## config.mk

```make
export PLATFORM = sky130hd
export DESIGN_NAME = i2s_rx
export DESIGN_NICKNAME = d
export VERILOG_FILES = /design/src/rtl/i2s_rx.sv
export SDC_FILE = /design/constraint.sdc
export NUM_CORES = 1
export LEC_CHECK = 0
export CORE_MARGIN = 5
export CORE_UTILIZATION = 29
export CTS_CLUSTER_DIAMETER = 100
export CTS_CLUSTER_SIZE = 10
export DETAILED_ROUTE_END_ITERATION = 10
export PLACE_DENSITY_LB_ADDON = 0.05
export SYNTH_ARGS = -nofsm -noshare
export SYNTH_HDL_FRONTEND = slang
export SYNTH_SLANG_ARGS = --single-unit
```

## constraint.sdc

```tcl
create_clock -name clk -period 2.7 [get_ports clk]
set_input_delay 0.54 -clock clk [delete_from_list [all_inputs] [get_ports clk]]
set_output_delay 0.54 -clock clk [all_outputs]
set_load 0.01 [all_outputs]
```

## src/rtl/i2s_rx.sv

```systemverilog
`timescale 1ns/1ps
// ---------------------------------------------------------------------------
// i2s_rx -- Philips I2S slave receiver, oversampled in the clk domain.
//
// BCLK, LRCLK and SDATA are synchronised into clk, BCLK rising edges are
// detected, and the stream is deserialised into left/right words (MSB first,
// one-BCLK data delay after each LRCLK change). Each well-formed stereo frame
// produces a one-cycle sample_valid with both words updated on that cycle.
//
// Ports:
//   clk           system clock, at least 4x the BCLK frequency
//   reset_n       asynchronous active-low reset
//   i2s_bclk      external bit clock (asynchronous to clk)
//   i2s_lrclk     external word select, 0 = left, 1 = right
//   i2s_sdata     external serial data
//   sample_valid  one-cycle pulse, samples updated on the same cycle
//   left_sample   last complete left word
//   right_sample  last complete right word
//   locked        high while well-formed frames are being received
//   frame_error   one-cycle pulse on a slot-length violation
// ---------------------------------------------------------------------------
module i2s_rx #(
    parameter int BITS_PER_SAMPLE = 16,
    parameter int BCLK_PER_LRCLK  = 2 * BITS_PER_SAMPLE,
    parameter int SYNC_STAGES     = 2
) (
    input  logic                       clk,
    input  logic                       reset_n,
    input  logic                       i2s_bclk,
    input  logic                       i2s_lrclk,
    input  logic                       i2s_sdata,
    output logic                       sample_valid,
    output logic [BITS_PER_SAMPLE-1:0] left_sample,
    output logic [BITS_PER_SAMPLE-1:0] right_sample,
    output logic                       locked,
    output logic                       frame_error
);

    localparam int SLOT_LEN = BCLK_PER_LRCLK / 2;
    localparam int CNT_W    = $clog2(SLOT_LEN + 1);

    typedef enum logic [1:0] {HUNT, SYNC, LOCKED} state_t;

    state_t state, next_state;

    logic [SYNC_STAGES-1:0]     bclk_sync, lr_sync, sd_sync;
    logic                       bclk_d, bclk_rise;
    logic                       rise_q, lr_s, sd_s, lr_prev, primed;
    logic [CNT_W-1:0]           bit_cnt;
    logic [BITS_PER_SAMPLE-1:0] shreg, left_pend, word_done;
    logic                       left_ok;
    logic                       boundary, slot_ok;
    logic                       emit_pair, emit_err, take_left, drop_left;

    // NOTE: state lives in always_ff with non-blocking assignments only, so
    // every register samples the pre-edge value of every other register.
    always_ff @(posedge clk or negedge reset_n) begin
        if (!reset_n) begin
            bclk_sync <= '0;
            lr_sync   <= '0;
            sd_sync   <= '0;
            bclk_d    <= 1'b0;
            rise_q    <= 1'b0;
            lr_s      <= 1'b0;
            sd_s      <= 1'b0;
        end else begin
            bclk_sync <= {bclk_sync[SYNC_STAGES-2:0], i2s_bclk};
            lr_sync   <= {lr_sync[SYNC_STAGES-2:0], i2s_lrclk};
            sd_sync   <= {sd_sync[SYNC_STAGES-2:0], i2s_sdata};
            bclk_d    <= bclk_sync[SYNC_STAGES-1];
            rise_q    <= bclk_rise;
            if (bclk_rise) begin
                lr_s <= lr_sync[SYNC_STAGES-1];
                sd_s <= sd_sync[SYNC_STAGES-1];
            end
        end
    end

    assign bclk_rise = bclk_sync[SYNC_STAGES-1] & ~bclk_d;

    // The very first sampled rise after reset only primes lr_prev; without it
    // a stream that starts inside a right slot would fake a boundary.
    assign boundary = rise_q & primed & (lr_s != lr_prev);
    assign slot_ok  = (bit_cnt == CNT_W'(SLOT_LEN - 1));

    // The bit on the boundary rise is the delayed last bit of the slot that
    // is closing; it still belongs to the word when the slot is no wider
    // than the sample, otherwise it is padding.
    assign word_done = (bit_cnt < CNT_W'(BITS_PER_SAMPLE))
                     ? {shreg[BITS_PER_SAMPLE-2:0], sd_s} : shreg;

    always_ff @(posedge clk or negedge reset_n) begin
        if (!reset_n) state <= HUNT;
        else          state <= next_state;
    end

    // NOTE: every output of this block gets a default first, so no path can
    // leave a signal unassigned and infer a latch.
    always_comb begin
        next_state = state;
        emit_pair  = 1'b0;
        emit_err   = 1'b0;
        take_left  = 1'b0;
        drop_left  = 1'b0;
        if (boundary) begin
            case (state)
                HUNT: begin
                    next_state = SYNC;
                    drop_left  = 1'b1;
                end
                SYNC, LOCKED: begin
                    if (!slot_ok) begin
                        emit_err   = 1'b1;
                        drop_left  = 1'b1;
                        next_state = SYNC;
                    end else if (!lr_prev) begin
                        take_left = 1'b1;
                    end else begin
                        drop_left = 1'b1;
                        if (left_ok) begin
                            emit_pair  = 1'b1;
                            next_state = LOCKED;
                        end
                    end
                end
                default: next_state = HUNT;
            endcase
        end
    end

    always_ff @(posedge clk or negedge reset_n) begin
        if (!reset_n) begin
            lr_prev      <= 1'b0;
            primed       <= 1'b0;
            bit_cnt      <= '0;
            shreg        <= '0;
            left_pend    <= '0;
            left_ok      <= 1'b0;
            sample_valid <= 1'b0;
            frame_error  <= 1'b0;
            locked       <= 1'b0;
            left_sample  <= '0;
            right_sample <= '0;
        end else begin
            sample_valid <= emit_pair;
            frame_error  <= emit_err;
            locked       <= (next_state == LOCKED);

            if (rise_q) begin
                lr_prev <= lr_s;
                primed  <= 1'b1;
                if (boundary) begin
                    bit_cnt <= '0;
                    shreg   <= '0;
                end else begin
                    if (bit_cnt < CNT_W'(BITS_PER_SAMPLE))
                        shreg <= {shreg[BITS_PER_SAMPLE-2:0], sd_s};
                    if (bit_cnt != CNT_W'(SLOT_LEN))
                        bit_cnt <= bit_cnt + CNT_W'(1);
                end
            end

            if (take_left) begin
                left_pend <= word_done;
                left_ok   <= 1'b1;
            end
            if (drop_left)
                left_ok <= 1'b0;

            if (emit_pair) begin
                left_sample  <= left_pend;
                right_sample <= word_done;
            end
        end
    end

endmodule
```

==> run metrics <==
critical path launch point type flip-flop; vias in the first global route about 2200; Hold Path Class input pin to asynchronous set/reset pin; Post-Syn Nets 311; Mapped Cells 301; GRT Total Usage 0.107; count of cell types in the netlist 31; synth warn 0; CTS resizes 0; CTS tree built; clk_lat worst skew 0.33 ns; num ports 40; CTS Root Cell clkbuf_16; R2R cell count 7; IO Port Bufs 39; share of layout cells above drive strength 1 0.130; Leakage 1.93 nW; DRC 0; gpl congestion 0.748; setup violators final 0; Yosys reg bits 87; Hold Vio Cnt, Final 0; Inserted Clock Buffers 9; Cell Rows 40; crit end category flip-flop; total congestion overflow 0; die width 120 um; total wire length a little over 7 mm; fmax about 480 MHz; worst r2r src bit_cnt[0]$_DFFE_PN0P_; clock sinks 87; routed vias ~2200; DRT antenna net count 0; Non-Filler Instances 492; ant diodes 0; Worst EP required between 2 and 3 ns; register area share after synthesis 0.619; initial core utilization 0.294; hold buffers post-CTS 0; Rel. slew slack 0.629; commonest non-fill, non-tap cell in the layout dfrtp_1; Slew Limit Fails 0; height of the die 120 um; fin crit share 0.766; outcome finished clean; Die ar. 14400 um^2; 1st-iter DRT viols ~110; Setup Buffers After CTS 0; clk_skew 0.00439 ns; Avg Cell Area, Syn 11.7 um^2; CTS H-Tree Depth 3; Nets around 350; clock buffer depth 2; placed insts 478; fin crit period 2.07 ns; Least-Margin Pin Slew about 0.56 ns; vias per inst between 4 and 5; RSZ-0062 raised after global routing no; crit path max fanout 49; Synth-to-Final Area Change 22.8%; Setup TNS 0 ns; Crit Reg-Reg Endpoint left_sample[15]$_DFFE_PN0P_; HPWL after detailed placement between 4 and 5 mm; commonest cells after routing, fill and taps aside dfrtp_1, a21oi_1, clkdlybuf4s50_1; IR drop worst, VDD 289 uV; initial antenna violation count 0; core area 12000 um^2; flop2flop setup slack 0.63 ns; Pwr Density 647 nW/um^2; first-pass GRT wire length between 10 and 15 mm; Netlist Area Pre-Place approximately 3500 um^2; pin count of the biggest net entering global routing 50; max cap viols 0; Worst Path Arrival 2.28 ns; 1st-pass router iterations 4; WL/cell 14.4 um; Worst-path clk slew 0.06 ns; CP Class flip-flop to flip-flop
sequential cells by signal, indices dropped and copies added (netlist names), 2 cells and up:
signal,cells
sd_sync,2
shreg,16
left_sample,16
lr_sync,2
left_pend,16
right_sample,16
bclk_sync,2
state,2
bit_cnt,5
per-layer routing:
layer | vias to the layer above | global-route usage | wire length (um)
li1 | 1100 | - | -
met1 | 1067 | 0.150 | 3600
met2 | 31 | 0.150 | 3070
met3 | 11 | 0.0287 | 258
met4 | 0 | 0.0558 | 150
met5 | - | 0 | 0
cells by family (layout without fill, tap and decap cells):
kind of cell,count (synthesis),count (layout),share of synthesized area
muxes,36,36,0.110
buffers and inverters,23,67,0.0391
adders and majority gates,5,5,0.0178
xor gates and xnor gates,3,3,0.00747
DFF,87,87,0.619
and+or+nand+nor,88,88,0.116
AOI/OAI and AO/OA,59,59,0.0914
report_power, final:
part           switching, mW  internal [mW]  leakage (nW)
logic                  0.140          0.102         0.618
clock network          0.468          0.662         0.132
registers             0.0610           1.36          1.18
per-stage QoR:
step | setup WS, ns | hold slack (ns) | cell area [um^2] | utilization | power (mW)
floorplan | 0.852 | 0.244 | 3520 | - | 1.60
global placement | 0.683 | 0.332 | 4060 | 0.339 | 1.70
detailed placement | 0.632 | 0.336 | 4060 | 0.339 | 1.70
CTS | 0.616 | 0.196 | 4320 | 0.361 | 2.86
global route | 0.467 | 0.216 | 4320 | 0.361 | 2.95
finish | 0.633 | 0.182 | 4320 | 0.361 | 2.80
worst max-delay path by stage:
stage                      startpoint                          end  slack [ns]  depth (start not counted)
6_report       bit_cnt[0]$_DFFE_PN0P_  left_sample[15]$_DFFE_PN0P_        0.63                          7
5_1_grt        bit_cnt[0]$_DFFE_PN0P_  left_sample[15]$_DFFE_PN0P_        0.47                          7
4_1_cts        bit_cnt[0]$_DFFE_PN0P_   left_sample[0]$_DFFE_PN0P_        0.62                          7
3_5_place_dp   bit_cnt[0]$_DFFE_PN0P_   left_sample[0]$_DFFE_PN0P_        0.63                          7
3_3_place_gp   bit_cnt[0]$_DFFE_PN0P_  left_sample[14]$_DFFE_PN0P_        0.68                          7
2_1_floorplan  bit_cnt[0]$_DFFE_PN0P_   left_sample[0]$_DFFE_PN0P_        0.85                          7
synth_stat cells, drive strengths merged:
cell type,instances,area [um^2]
buf,13,100
a21oi,50,250
a32o,1,10.0
ha,5,62.6
o22a,1,8.76
nor2,36,135
a211oi,1,7.51
o21ai,2,10.0
nand4bb,1,11.3
xor2,3,26.3
and3,2,12.5
dfrtp,87,2180
or2,1,6.26
nand2b,1,6.26
nand2,37,144
nand3,2,10.0
a22o,3,26.3
o31a,1,8.76
nor4b,1,23.8
nor3,1,5.00
mux2i,16,160
nor2b,3,18.8
mux2,20,225
clkbuf,3,11.3
nand4,1,6.26
inv,7,26.3
nor4,1,21.3
and2b,1,7.51
critical path, stage by stage (launching register included):
cell and delay, ns:
dfrtp_1 0.39, ha_1 0.18, and3_1 0.16, ha_1 0.17
nand2_1 0.15, nor4_4 0.22, buf_12 0.28, mux2_2 0.37
cell type report:
class / instances / area (um^2)
clock inverters: 1 / 5.00
multi-input cells: 191 / 1200
well taps: 147 / 184
fillers: 1236 / 7640
inverters: 7 / 26.3
repair buffers: 46 / 465
clock buffers: 13 / 260
flip-flops and latches: 87 / 2180
No activity file was read; power rests on OpenSTA's default activity.
